### src/rtl/xbar_pkg.sv
// Shared crossbar sizing and grant/index conversion helpers.
// Crossbar port count and data width used by the response path.
package xbar_pkg;
    localparam int NUM_M  = 16;
    localparam int IDX_W  = $clog2(NUM_M);
    localparam int DATA_W = 64;

    function automatic logic [IDX_W-1:0] oh_to_idx(input logic [NUM_M-1:0] oh);
        logic [IDX_W-1:0] idx;
        idx = '0;
        for (int i = 0; i < NUM_M; i++)
            if (oh[i]) idx = idx | IDX_W'(i);
        return idx;
    endfunction

    function automatic logic [NUM_M-1:0] idx_to_oh(input logic [IDX_W-1:0] idx);
        logic [NUM_M-1:0] oh;
        oh      = '0;
        oh[idx] = 1'b1;
        return oh;
    endfunction
endpackage

### src/rtl/xbar_resp_router_if.sv
// Arbiter/slave/master-response signals of the crossbar response router.
interface xbar_resp_router_if #(
    parameter int NUM_M  = 16,
    parameter int DEPTH  = 4,
    parameter int DATA_W = 64
);
    logic [NUM_M-1:0]         grant;
    logic                     s_valid;
    logic                     s_ready;
    logic                     s_rvalid;
    logic [DATA_W-1:0]        s_rdata;
    logic                     s_rerr;
    logic [NUM_M-1:0]         m_rvalid;
    logic [DATA_W-1:0]        m_rdata;
    logic                     m_rerr;
    logic                     full;
    logic [$clog2(DEPTH):0]   outstanding;
    logic                     proto_err;

    // Router side
    modport slave (
        input  grant, s_ready, s_rvalid, s_rdata, s_rerr,
        output s_valid, m_rvalid, m_rdata, m_rerr, full, outstanding, proto_err
    );

    // Environment side (arbiter, slave, masters)
    modport master (
        output grant, s_ready, s_rvalid, s_rdata, s_rerr,
        input  s_valid, m_rvalid, m_rdata, m_rerr, full, outstanding, proto_err
    );
endinterface

### src/rtl/xbar_id_fifo.sv
// In-order FIFO of master indices for requests awaiting a slave response.
module xbar_id_fifo #(
    parameter int DEPTH = 4,
    parameter int IDX_W = 4
) (
    input  logic                   clk,
    input  logic                   rst,
    input  logic                   push,
    input  logic [IDX_W-1:0]       push_idx,
    input  logic                   pop,
    output logic [IDX_W-1:0]       pop_idx,
    output logic                   full,
    output logic                   empty,
    output logic [$clog2(DEPTH):0] count
);
    localparam int PTR_W = $clog2(DEPTH);
    localparam int CNT_W = PTR_W + 1;

    logic [IDX_W-1:0] mem [DEPTH];
    logic [PTR_W-1:0] wr_ptr, rd_ptr;

    // Power-of-two depth: pointers wrap for free on overflow.
    always_ff @(posedge clk or posedge rst) begin
        if (rst) begin
            wr_ptr <= '0;
            rd_ptr <= '0;
            count  <= '0;
        end else begin
            if (push) wr_ptr <= wr_ptr + PTR_W'(1);
            if (pop)  rd_ptr <= rd_ptr + PTR_W'(1);
            case ({push, pop})
                2'b10:   count <= count + CNT_W'(1);
                2'b01:   count <= count - CNT_W'(1);
                default: count <= count;
            endcase
        end
    end

    always_ff @(posedge clk) begin
        if (push) mem[wr_ptr] <= push_idx;
    end

    assign pop_idx = mem[rd_ptr];
    assign full    = (count == CNT_W'(DEPTH));
    assign empty   = (count == '0);
endmodule

### src/rtl/xbar_resp_router.sv
// Tracks which master issued each slave request and steers in-order
// slave responses back to that master one cycle later.
module xbar_resp_router
    import xbar_pkg::*;
#(
    parameter int NUM_M  = xbar_pkg::NUM_M,
    parameter int DEPTH  = 4,
    parameter int DATA_W = xbar_pkg::DATA_W
) (
    input  logic             clk,
    input  logic             rst,
    xbar_resp_router_if.slave bus
);
    localparam int ID_W = $clog2(NUM_M);

    logic            grant_one, grant_multi;
    logic            push, pop, fifo_full, fifo_empty;
    logic [ID_W-1:0] pop_idx;

    assign grant_one   = (bus.grant != '0) &&
                         ((bus.grant & (bus.grant - NUM_M'(1))) == '0);
    assign grant_multi = (bus.grant != '0) && !grant_one;

    // full comes from the registered count, so a same-cycle pop never frees a slot.
    assign bus.s_valid = grant_one && !fifo_full;
    assign push        = bus.s_valid && bus.s_ready;
    assign pop         = bus.s_rvalid && !fifo_empty;

    xbar_id_fifo #(.DEPTH(DEPTH), .IDX_W(ID_W)) u_id_fifo (
        .clk      (clk),
        .rst      (rst),
        .push     (push),
        .push_idx (oh_to_idx(bus.grant)),
        .pop      (pop),
        .pop_idx  (pop_idx),
        .full     (fifo_full),
        .empty    (fifo_empty),
        .count    (bus.outstanding)
    );

    assign bus.full = fifo_full;

    always_ff @(posedge clk or posedge rst) begin
        if (rst) begin
            bus.m_rvalid  <= '0;
            bus.m_rdata   <= '0;
            bus.m_rerr    <= 1'b0;
            bus.proto_err <= 1'b0;
        end else begin
            bus.m_rvalid <= pop ? idx_to_oh(pop_idx) : '0;
            if (pop) begin
                bus.m_rdata <= bus.s_rdata;
                bus.m_rerr  <= bus.s_rerr;
            end
            // Stray response or multi-hot grant latch until reset.
            if ((bus.s_rvalid && fifo_empty) || grant_multi)
                bus.proto_err <= 1'b1;
        end
    end
endmodule

### src/flat_wrapper.sv
// flat-port wrapper written by rule: the top's interface ports become plain ports
module xbar_resp_router_flat import xbar_pkg::*;
#(
    parameter int NUM_M  = xbar_pkg::NUM_M,
    parameter int DEPTH  = 4,
    parameter int DATA_W = xbar_pkg::DATA_W
)
  (clk, rst, bus_grant, bus_s_ready, bus_s_rvalid, bus_s_rdata, bus_s_rerr, bus_s_valid, bus_m_rvalid, bus_m_rdata, bus_m_rerr, bus_full, bus_outstanding, bus_proto_err);
  xbar_resp_router_if #(.NUM_M(NUM_M), .DEPTH(DEPTH), .DATA_W(DATA_W)) bus_i ();
  input  logic clk;
  input  logic rst;
  input wire logic [$bits(bus_i.grant)-1:0] bus_grant;
  input wire logic [$bits(bus_i.s_ready)-1:0] bus_s_ready;
  input wire logic [$bits(bus_i.s_rvalid)-1:0] bus_s_rvalid;
  input wire logic [$bits(bus_i.s_rdata)-1:0] bus_s_rdata;
  input wire logic [$bits(bus_i.s_rerr)-1:0] bus_s_rerr;
  output wire logic [$bits(bus_i.s_valid)-1:0] bus_s_valid;
  output wire logic [$bits(bus_i.m_rvalid)-1:0] bus_m_rvalid;
  output wire logic [$bits(bus_i.m_rdata)-1:0] bus_m_rdata;
  output wire logic [$bits(bus_i.m_rerr)-1:0] bus_m_rerr;
  output wire logic [$bits(bus_i.full)-1:0] bus_full;
  output wire logic [$bits(bus_i.outstanding)-1:0] bus_outstanding;
  output wire logic [$bits(bus_i.proto_err)-1:0] bus_proto_err;
  assign bus_i.grant = bus_grant;
  assign bus_i.s_ready = bus_s_ready;
  assign bus_i.s_rvalid = bus_s_rvalid;
  assign bus_i.s_rdata = bus_s_rdata;
  assign bus_i.s_rerr = bus_s_rerr;
  assign bus_s_valid = bus_i.s_valid;
  assign bus_m_rvalid = bus_i.m_rvalid;
  assign bus_m_rdata = bus_i.m_rdata;
  assign bus_m_rerr = bus_i.m_rerr;
  assign bus_full = bus_i.full;
  assign bus_outstanding = bus_i.outstanding;
  assign bus_proto_err = bus_i.proto_err;
  xbar_resp_router #(.NUM_M(NUM_M), .DEPTH(DEPTH), .DATA_W(DATA_W)) u_core (.clk(clk), .rst(rst), .bus(bus_i));
endmodule
### config.mk
export PLATFORM = sky130hd
export DESIGN_NAME = xbar_resp_router_flat
export DESIGN_NICKNAME = d
export VERILOG_FILES = /design/src/rtl/xbar_pkg.sv /design/src/rtl/xbar_resp_router_if.sv /design/src/rtl/xbar_id_fifo.sv /design/src/rtl/xbar_resp_router.sv /design/src/flat_wrapper.sv
export SDC_FILE = /design/constraint.sdc
export NUM_CORES = 1
export LEC_CHECK = 0
export CAP_MARGIN = 0
export CORE_ASPECT_RATIO = 0.8
export CORE_MARGIN = 8
export CORE_UTILIZATION = 43
export DETAILED_ROUTE_END_ITERATION = 16
export PLACE_DENSITY = 0.8
export SYNTH_ARGS = -nofsm -noshare
export SYNTH_HDL_FRONTEND = slang
export SYNTH_SLANG_ARGS = --single-unit
### constraint.sdc
create_clock -name clk -period 3.35 [get_ports clk]
set_clock_uncertainty 0.1 [all_clocks]
set_input_delay 0.67 -clock clk [delete_from_list [all_inputs] [get_ports clk]]
set_output_delay 0.67 -clock clk [all_outputs]
set_load 0.05 [all_outputs]
==> results.yml, run 1 <==
outcome:
  status: "finished clean"
grt:
  antenna_found_initial: 0
  first_global_vias: 3917
  grt_pass1_wl_mm: 19.93
  grt-ovfl-total: 0
  grt_util_all_layers: 0.1841
  maximum_number_of_pins_on_one_net_before_global_route_repair: 69
worst_setup_path:
  endpoint_kind: "output pin"
  path_class: "in -> out"
  regToRegSetupSlack_ns: 0.85
  timing.critical_path.arrival_ns: 2.53
  worst-endpoint-required_ns: 2.58
  r2r_end: "u_core.u_id_fifo.count[1]"
  timing.critical_path.fanout_max: 4
  r2r-start: "u_core.u_id_fifo.count[1]"
  worst_r2r_path_depth: 10
  start_kind: "primary input"
routing:
  average_detailed_routed_wire_length_per_instance_um: 16.46
  detailroute.via_count: 3604
  route.layer.met1.wl_mm: 4.850
  drt-initial-drc-count: 195
  drt_pass1_iterations: 4
  top_routing_layer_in_use: "met4"
  wl_met3_mm: 1.045
  viasPerCell: 4.890
  routed-wl-met2_mm: 6.028
  antenna_nets_post_route: 0
  drcViolationCount: 0
  routed_wire_length_mm: 12.13
layout:
  area_growth_pct: 57.49
  post_route_cells_drive_above_1_share: 0.1246
  stdcell_count: 737
  nets: 704
  num_antenna_cells: 0
  design_area_sq_um: 6684
sta:
  timing_max_transition_violations_final: 0
  worst_slack_ns: 0.05091
  relSlewSlack: 0.5278
  rsz0062_at_grt: "false"
  period_needed_ns: 3.299
  fmax_mhz: 303.1
  hold_violation_total_from_the_final_report: 0
  worst_pin_slew_ns: 0.7084
  setup_viol: 0
  timing.final.crit_share: 0.9848
  worst_hold_slack_ns: 0.3770
placement:
  placed_area_sq_um: 6289
  io_buffers: 171
  dp_cells: 716
  hpwl_mm: 9.137
  gp_congestion: 0.8960
  placement.setup.worst_slack_ns: -0.3768
synthesis:
  yosys.cell_types.count: 40
  number_of_synthesized_flops_with_an_enable_pin: 16
  portion_of_the_post_synthesis_area_used_by_sequential_elements: 0.6380
  syn-num-nets: 506
  yosys_warnings: 0
  post-synth-top-area-fraction: 0.5248
  synth_top_cells_by_area: "sky130_fd_sc_hd__dfrtp_1 52%, sky130_fd_sc_hd__nand2_1 18%, sky130_fd_sc_hd__edfxtp_1 11%"
  synth.ff_latch_count: 105
  netlist.top_cell.by_area: "sky130_fd_sc_hd__dfrtp_1"
  synth_ff_type: "sky130_fd_sc_hd__dfrtp_1"
  netlist_instances: 415
  synthesis.area_sq_um: 4244
  synth_area_per_cell_sq_um: 10.23
  async_set_or_reset_flop_fraction_in_the_synthesized_netlist: 0.8476
floorplanning:
  die_area_sq_um: 13330
  io_pins: 172
  floorplan.rows: 32
  die_width_um: 127.1
  die_h_um: 104.9
  initial_utilization: 0.4417
  core_area_sq_um: 9609
worst_hold_path:
  worst_hold_path_endpoint: "u_core.bus.m_rdata[40]"
  holdCritPathClass: "reg -> reg"
  hold_path_depth: 2
  holdCritStartpoint: "u_core.bus.m_rdata[40]"
power_and_ir_drop:
  p_per_area_nw_per_um2: 787.2
  power.total_uw: 5262
  static-leakage-power_uw: 0.003124
  vdd_drop_max_uv: 740.7
clocking:
  tritoncts: "done"
  cts-buffers-inserted: 9
  cts.htree.levels: 3
  cts_buffer_depth: 2
  clock_insertion_delay_worst_skew_ns: 0.33
  cts.sink_count: 105
  cts-root-buf: "sky130_fd_sc_hd__clkbuf_16"
  hold_buffers: 0
  path_clk_slew_ns: 0.07
job:
  number_of_max_cap_violations: 0
## cell usage in the layout, fill, tap and decap left out, types with 2 or more instances in the layout
| cell type | count |
|---|---|
| sky130_fd_sc_hd__buf_6 | 4 |
| sky130_fd_sc_hd__inv_6 | 2 |
| sky130_fd_sc_hd__nand2_1 | 202 |
| sky130_fd_sc_hd__clkbuf_16 | 9 |
| sky130_fd_sc_hd__mux4_2 | 4 |
| sky130_fd_sc_hd__clkdlybuf4s15_1 | 3 |
| sky130_fd_sc_hd__or4_4 | 3 |
| sky130_fd_sc_hd__buf_12 | 2 |
| sky130_fd_sc_hd__clkdlybuf4s50_1 | 155 |
| sky130_fd_sc_hd__a211o_1 | 3 |
| sky130_fd_sc_hd__xnor2_1 | 4 |
| sky130_fd_sc_hd__nor2_1 | 21 |
| sky130_fd_sc_hd__inv_1 | 6 |
| sky130_fd_sc_hd__xor2_1 | 2 |
| sky130_fd_sc_hd__nor4_1 | 5 |
| sky130_fd_sc_hd__and2_2 | 4 |
| sky130_fd_sc_hd__or3_1 | 3 |
| sky130_fd_sc_hd__dlygate4sd2_1 | 10 |
| sky130_fd_sc_hd__ha_1 | 5 |
| sky130_fd_sc_hd__nand2b_1 | 2 |
| sky130_fd_sc_hd__buf_4 | 27 |
| sky130_fd_sc_hd__dfrtp_1 | 89 |
| sky130_fd_sc_hd__edfxtp_1 | 16 |
## cell type report
| class | count | area, sq um |
|---|---|---|
| flip-flops and latches | 105 | 2708 |
| multi-input cells | 286 | 1501 |
| inverters | 8 | 31.28 |
| repair buffers | 203 | 1974 |
| well taps | 119 | 148.9 |
| fillers | 717 | 2925 |
| clock inverters | 6 | 81.33 |
| clock buffers | 10 | 239.0 |
## worst max-delay path by stage
stage | to | slack [ns] | depth (start not counted) | from
6_report | bus_s_valid | 0.05 | 6 | bus_grant[2]
5_1_grt | bus_s_valid | 0.001 | 6 | bus_grant[4]
4_1_cts | bus_s_valid | 0.0005 | 6 | bus_grant[9]
3_5_place_dp | u_core.u_id_fifo.count[2] | -0.38 | 13 | bus_grant[1]
3_3_place_gp | bus_s_valid | -0.23 | 7 | bus_grant[1]
2_1_floorplan | bus_s_valid | 0.1 | 5 | bus_grant[1]
## metrics by stage
step,util,TNS [ns]
finish,0.6956,0
global route,0.6956,0
CTS,0.6935,0
detailed placement,0.6544,-2.555
global placement,0.6544,-0.5605
floorplan,-,0
## synthesized netlist by cell type (all sizes together), types with 2 or more instances
cell type  count
nand2        202
dfrtp         89
nor2          21
edfxtp        16
clkbuf        15
inv            7
nor4           6
and2           5
ha             5
mux4           4
nand2b         4
or3            4
or4            4
xnor2          4
a211o          3
nor3           3
o31a           2
o31ai          2
xor2           2
## per-layer routing
layer / GRT usage / vias to the layer above
met1: 0.2087 / 1700
li1: - / 1724
met2: 0.3222 / 160
met3: 0.06755 / 20
met4: 0.04661 / 0
met5: 0 / -
## flip-flops by register name, indices dropped and copies added (netlist names)
signal,count
u_core.u_id_fifo.mem,16
u_core.bus.m_rdata,64
u_core.u_id_fifo.rd_ptr,2
u_core.u_id_fifo.count,3
u_core.bus.proto_err,1
u_core.bus.m_rvalid,16
u_core.bus.m_rerr,1
u_core.u_id_fifo.wr_ptr,2
## cells by family after synthesis
| group | share of synthesized area |
|---|---|
| AND/OR/NAND/NOR | 0.2494 |
| flip-flops | 0.6380 |
| buffers and inverters | 0.02122 |
| AO/OA/AOI/OAI | 0.03007 |
| adder cells (fa/ha/maj) | 0.02182 |
| XOR/XNOR | 0.01238 |
| multiplexers | 0.02712 |
## critical path, cell delays in order
cell	delay [ns]
sky130_fd_sc_hd__clkdlybuf4s15_1	0.21
sky130_fd_sc_hd__or4_4	0.55
sky130_fd_sc_hd__o41a_1	0.48
sky130_fd_sc_hd__buf_6	0.14
sky130_fd_sc_hd__nor4_4	0.30
sky130_fd_sc_hd__buf_12	0.18
## timing repair
| item | CTS | global route |
|---|---|---|
| endpoints found under the setup margin | 3 | 3 |
| resized for setup | 26 | 6 |
| setup buffers | 4 | 2 |
| pin swaps | 8 | 6 |
## where the power goes
group | switching, uW | total (uW) | leakage [uW] | internal [uW]
Sequential | 193 | 1780 | 0.00128 | 1590
Clock | 469 | 1090 | 0.000159 | 617
Combinational | 1600 | 2400 | 0.00168 | 795
Power figures use the tool's default switching activity.
==> run 2, diff against run 1 <==
--- a/config.mk
+++ b/config.mk
@@ -11,6 +11,7 @@
 export CORE_UTILIZATION = 43
 export DETAILED_ROUTE_END_ITERATION = 16
 export PLACE_DENSITY = 0.8
+export SETUP_SLACK_MARGIN = 0.4
 export SYNTH_ARGS = -nofsm -noshare
 export SYNTH_HDL_FRONTEND = slang
 export SYNTH_SLANG_ARGS = --single-unit
==> results.yml, run 2 (synthesis gave the netlist of run 1 again) <==
floorplanning:
  die_width_um: 127.1
  core_area_sq_um: 9609
  die_area_sq_um: 13330
  io_pins: 172
  initial_utilization: 0.4417
  floorplan.rows: 32
  die_h_um: 104.9
layout:
  num_antenna_cells: 0
  top_register: "u_core.bus.m_rdata"
  sequential_cell_area_sq_um: 2708
  area_growth_pct: 56.52
  stdcell_count: 735
  largestRegisters: "u_core.bus.m_rdata x64, u_core.bus.m_rvalid x16, u_core.u_id_fifo.mem x16"
  n_fill_cell: 724
  area_used_by_multi_input_combinational_logic_sq_um: 1520
  nets: 702
  design_area_sq_um: 6643
  largest_register_ffs: 64
  post_route_cells_drive_above_1_share: 0.1445
  utilization_of_the_core_after_routing: 0.6913
  mostFrequentLayoutCell: "sky130_fd_sc_hd__nand2_1"
  mostFrequentLayoutCells: "202 x sky130_fd_sc_hd__nand2_1, 155 x sky130_fd_sc_hd__clkdlybuf4s50_1, 89 x sky130_fd_sc_hd__dfrtp_1, 28 x sky130_fd_sc_hd__buf_4, 21 x sky130_fd_sc_hd__nor2_1"
clocking:
  tritoncts: "done"
  cts.sink_count: 105
  cts_buffer_depth: 2
  path_clk_slew_ns: 0.08
  cts.htree.levels: 3
  cts-root-buf: "sky130_fd_sc_hd__clkbuf_16"
  clock_insertion_delay_worst_skew_ns: 0.34
  cts-buffers-inserted: 9
power_and_ir_drop:
  p_per_area_nw_per_um2: 784.9
  power.total_uw: 5214
  static-leakage-power_uw: 0.003079
  vdd_drop_max_uv: 694.6
grt:
  grt_util_all_layers: 0.1817
  grt-ovfl-total: 0
  antenna_found_initial: 0
  maximum_number_of_pins_on_one_net_before_global_route_repair: 90
  first_global_vias: 3802
  grt_pass1_wl_mm: 19.63
worst_setup_path:
  timing.critical_path.fanout_max: 2
  endpoint_kind: "output pin"
  start_kind: "primary input"
  crit_chain: "buf_2 > buf_6 > maj3_2 > o31a_2 > a211o_1 > nor4_4 > buf_12"
  worst_r2r_path_depth: 11
  crit_family: "compound AO/OA/AOI/OAI gates"
  path_class: "in -> out"
  timing.critical_path.arrival_ns: 2.32
  worst_path_bufs_invs: 3
  worst-path-stages: 7
  worst-endpoint-required_ns: 2.58
  crit_slowest_cell: "sky130_fd_sc_hd__o31a_2"
  highest_cell_delay_on_the_worst_timing_path_ns: 0.34
sta:
  fmax_mhz: 323.5
  worst_pin_slew_ns: 0.7053
  hold_violation_total_from_the_final_report: 0
  rsz0062_at_grt: "true"
  setup_viol: 0
  relSlewSlack: 0.5298
  timing_max_transition_violations_final: 0
  period_needed_ns: 3.091
  setup_tns_after_final_layout_ns: 0
  timing.final.crit_share: 0.9226
routing:
  drcViolationCount: 0
  routed_wire_length_mm: 11.88
  detailroute.via_count: 3550
  drt-initial-drc-count: 215
  antenna_nets_post_route: 0
  drt_pass1_iterations: 5
  viasPerCell: 4.830
  average_detailed_routed_wire_length_per_instance_um: 16.16
job:
  number_of_max_cap_violations: 0
placement:
  hpwl_mm: 8.855
  dp_cells: 712
  placed_area_sq_um: 6264
  gp_congestion: 0.8521
  io_buffers: 171
worst_hold_path:
  hold_path_depth: 2
  holdCritPathClass: "reg -> reg"
outcome:
  status: "finished clean"
run 2: cell count changes in the layout (fill, tap and decap cells not counted), sizes merged:
cell,previous run,this run
clkinv,2,3
dlymetal6s2s,1,0
buf,33,41
clkinvlp,0,3
clkdlybuf4s15,3,1
inv,11,9
dlygate4sd2,10,3
clkbuf,11,10
bufinv,1,0
run 2: worst paths after layout:
kind | start | to | slack, ns
setup / recovery | bus_grant[4] | bus_s_valid | 0.26
hold / removal | u_core.bus.m_rdata[47] | u_core.bus.m_rdata[47] | 0.37
setup reg to reg | u_core.u_id_fifo.count[0] | u_core.u_id_fifo.count[2] | 0.92
hold reg to reg | u_core.bus.m_rdata[47] | u_core.bus.m_rdata[47] | 0.37
max in group asynchronous | rst | u_core.bus.m_rdata[40] | 2.08
min in group asynchronous | rst | u_core.bus.m_rdata[25] | 0.72
run 2: report_power, final:
group | switching, uW | internal [uW]
clock | 509 | 531
sequential | 192 | 1590
combinational | 1600 | 796
total | 2300 | 2910
run 2: stage by stage:
| step | setup slack (ns) | hold WS, ns |
|---|---|---|
| global placement | -0.2087 | 0.3563 |
| CTS | 0.2363 | 0.3810 |
| global route | 0.1848 | 0.4000 |
| detailed placement | -0.3222 | 0.3615 |
| finish | 0.2592 | 0.3728 |
| floorplan | 0.1318 | 0.4306 |
run 2: final cells by class:
type / instances / share of cell area
Multi-Input combinational cell: 286 / 0.2289
Clock buffer: 9 / 0.03390
Sequential cell: 105 / 0.4076
Inverter: 8 / 0.005086
Tap cell: 119 / 0.02241
Clock inverter: 7 / 0.01262
Timing Repair Buffer: 201 / 0.2895
run 2: per-layer routing:
metal / track usage / up-vias / part of all wire
met3: 0.07415 / 13 / 0.089
met2: 0.3025 / 133 / 0.49
met4: 0.03898 / 0 / 0.011
met1: 0.2169 / 1678 / 0.41
li1: - / 1726 / -
met5: 0 / - / 0
run 2: what timing repair did:
action | in CTS | in global routing
hold buffers | 0 | 0
endpoints found under the setup margin | 21 | 3
cloned | 0 | 0
pin swaps | 14 | 3
setup buffers | 7 | 0
gates resized for setup | 62 | 2
run 2: worst register-to-register path, cell delays in order (launching register included):
cell                        delay, ns
sky130_fd_sc_hd__dfrtp_1         0.44
sky130_fd_sc_hd__inv_1           0.11
sky130_fd_sc_hd__and3_1          0.21
sky130_fd_sc_hd__a211o_1         0.30
sky130_fd_sc_hd__a2111oi_4       0.31
sky130_fd_sc_hd__inv_1           0.08
sky130_fd_sc_hd__ha_2            0.19
sky130_fd_sc_hd__inv_2           0.05
sky130_fd_sc_hd__fa_2            0.18
sky130_fd_sc_hd__xor2_1          0.14
sky130_fd_sc_hd__nor2_1          0.07
sky130_fd_sc_hd__xor2_1          0.14
==> run 3, diff against run 2 <==
--- a/config.mk
+++ b/config.mk
@@ -9,8 +9,9 @@
 export CORE_ASPECT_RATIO = 0.8
 export CORE_MARGIN = 8
 export CORE_UTILIZATION = 43
+export CTS_CLUSTER_SIZE = 30
 export DETAILED_ROUTE_END_ITERATION = 16
-export PLACE_DENSITY = 0.8
+export PLACE_DENSITY = 0.78
 export SETUP_SLACK_MARGIN = 0.4
 export SYNTH_ARGS = -nofsm -noshare
 export SYNTH_HDL_FRONTEND = slang
==> results.yml, run 3 (synthesis gave the netlist of run 1 again) <==
layout:
  area_growth_pct: 57.96
  largestRegisters: "u_core.bus.m_rdata x64, u_core.bus.m_rvalid x16, u_core.u_id_fifo.mem x16"
  design_area_sq_um: 6704
  mostFrequentLayoutCells: "202 x sky130_fd_sc_hd__nand2_1, 155 x sky130_fd_sc_hd__clkdlybuf4s50_1, 89 x sky130_fd_sc_hd__dfrtp_1, 25 x sky130_fd_sc_hd__buf_4, 21 x sky130_fd_sc_hd__nor2_1"
  nets: 701
  num_antenna_cells: 0
  mostFrequentLayoutCell: "sky130_fd_sc_hd__nand2_1"
  stdcell_count: 734
  largest_register_ffs: 64
  n_fill_cell: 734
  top_register: "u_core.bus.m_rdata"
  post_route_cells_drive_above_1_share: 0.1366
outcome:
  status: "finished clean"
placement:
  io_buffers: 171
  gp_congestion: 0.8869
  hpwl_mm: 8.986
  placed_area_sq_um: 6279
  dp_cells: 714
  placement.setup.worst_slack_ns: -0.3323
sta:
  hold_violation_total_from_the_final_report: 0
  worst_pin_slew_ns: 0.7120
  rsz0062_at_grt: "true"
  relSlewSlack: 0.5253
  fmax_mhz: 319.7
  period_needed_ns: 3.128
  setup_viol: 0
  timing.final.crit_share: 0.9337
  worst_slack_ns: 0.2221
  timing_max_transition_violations_final: 0
  worst_hold_slack_ns: 0.3766
worst_setup_path:
  timing.critical_path.fanout_max: 5
  start_kind: "primary input"
  highest_cell_delay_on_the_worst_timing_path_ns: 0.48
  timing.critical_path.arrival_ns: 2.36
  path_class: "in -> out"
  worst-path-stages: 7
  worst_path_bufs_invs: 3
  crit_slowest_cell: "sky130_fd_sc_hd__or4_4"
  crit_family: "simple AND/OR/NAND/NOR gates"
  worst_r2r_path_depth: 12
  crit_chain: "dlygate4sd2_1 > or4_4 > nor3_4 > a21oi_2 > buf_4 > nor4_4 > buf_12"
  worst-endpoint-required_ns: 2.58
  endpoint_kind: "output pin"
floorplanning:
  floorplan.rows: 32
  io_pins: 172
  die_width_um: 127.1
  core_area_sq_um: 9609
  die_h_um: 104.9
  die_area_sq_um: 13330
  initial_utilization: 0.4417
grt:
  first_global_vias: 3815
  antenna_found_initial: 0
  grt_util_all_layers: 0.1820
  grt_pass1_wl_mm: 19.46
  maximum_number_of_pins_on_one_net_before_global_route_repair: 69
  grt-ovfl-total: 0
power_and_ir_drop:
  vdd_drop_max_uv: 701.9
  static-leakage-power_uw: 0.003115
  p_per_area_nw_per_um2: 797.2
routing:
  routed_wire_length_mm: 12.21
  drt_pass1_iterations: 4
  viasPerCell: 4.866
  drcViolationCount: 0
  drt-initial-drc-count: 218
  antenna_nets_post_route: 0
  detailroute.via_count: 3572
  average_detailed_routed_wire_length_per_instance_um: 16.63
worst_hold_path:
  holdCritPathClass: "reg -> reg"
  hold_path_depth: 2
clocking:
  cts-root-buf: "sky130_fd_sc_hd__clkbuf_16"
  cts-buffers-inserted: 9
  cts_buffer_depth: 2
  clock_insertion_delay_worst_skew_ns: 0.33
  cts.htree.levels: 3
  cts.sink_count: 105
  path_clk_slew_ns: 0.07
  hold_buffers: 0
  tritoncts: "done"
job:
  number_of_max_cap_violations: 0
-- run 3: where the power goes --
group | switching (uW) | internal (uW) | leakage (uW)
Clock | 449 | 704 | 0.000162
Sequential | 194 | 1590 | 0.00128
Combinational | 1610 | 804 | 0.00167
Total | 2250 | 3090 | 0.00311
-- run 3: final timing paths --
| path | end | from | slack (ns) |
|---|---|---|---|
| max | bus_s_valid | bus_grant[5] | 0.22 |
| min | u_core.bus.m_rdata[25] | u_core.bus.m_rdata[25] | 0.38 |
| max reg2reg | u_core.u_id_fifo.count[2] | u_core.u_id_fifo.count[1] | 0.69 |
| min reg2reg | u_core.bus.m_rdata[25] | u_core.bus.m_rdata[25] | 0.38 |
| max in group asynchronous | u_core.bus.proto_err | rst | 1.89 |
| min in group asynchronous | u_core.bus.m_rvalid[5] | rst | 0.64 |
-- run 3: through the flow --
step | total power, uW | utilization | setup TNS [ns]
final | 5345 | 0.6977 | 0
after global routing | 5599 | 0.6977 | 0
after CTS | 5396 | 0.6964 | 0
after detailed placement | 4212 | 0.6534 | -1.732
after global placement | 4161 | 0.6534 | -0.5013
after floorplan | 3302 | - | 0
-- run 3: repair_timing --
item                       CTS  global route
setup endpoints to repair   21            19
resized for setup           61             2
setup buffers                3             1
pin swaps                   15             9
-- run 3: routing by layer --
| layer | global-route usage | wire, um |
|---|---|---|
| met1 | 0.2071 | 5103 |
| met2 | 0.3131 | 5840 |
| met3 | 0.07517 | 1080 |
| met4 | 0.04237 | 180 |
| met5 | 0 | 0 |
-- run 3: area by class of cell --
class,instances,area [sq um],area share
Inverter,8,33.78,0.005039
Clock buffer,11,254.0,0.03789
Sequential cell,105,2708,0.4039
Timing Repair Buffer,200,1943,0.2898
Tap cell,119,148.9,0.02221
Clock inverter,5,82.58,0.01232
Multi-Input combinational cell,286,1534,0.2288
-- run 3: worst min-delay path, cell delays in order, from the launching register on --
cell and delay [ns]:
sky130_fd_sc_hd__dfrtp_1 0.34, sky130_fd_sc_hd__nand2_1 0.05, sky130_fd_sc_hd__nand2_1 0.05
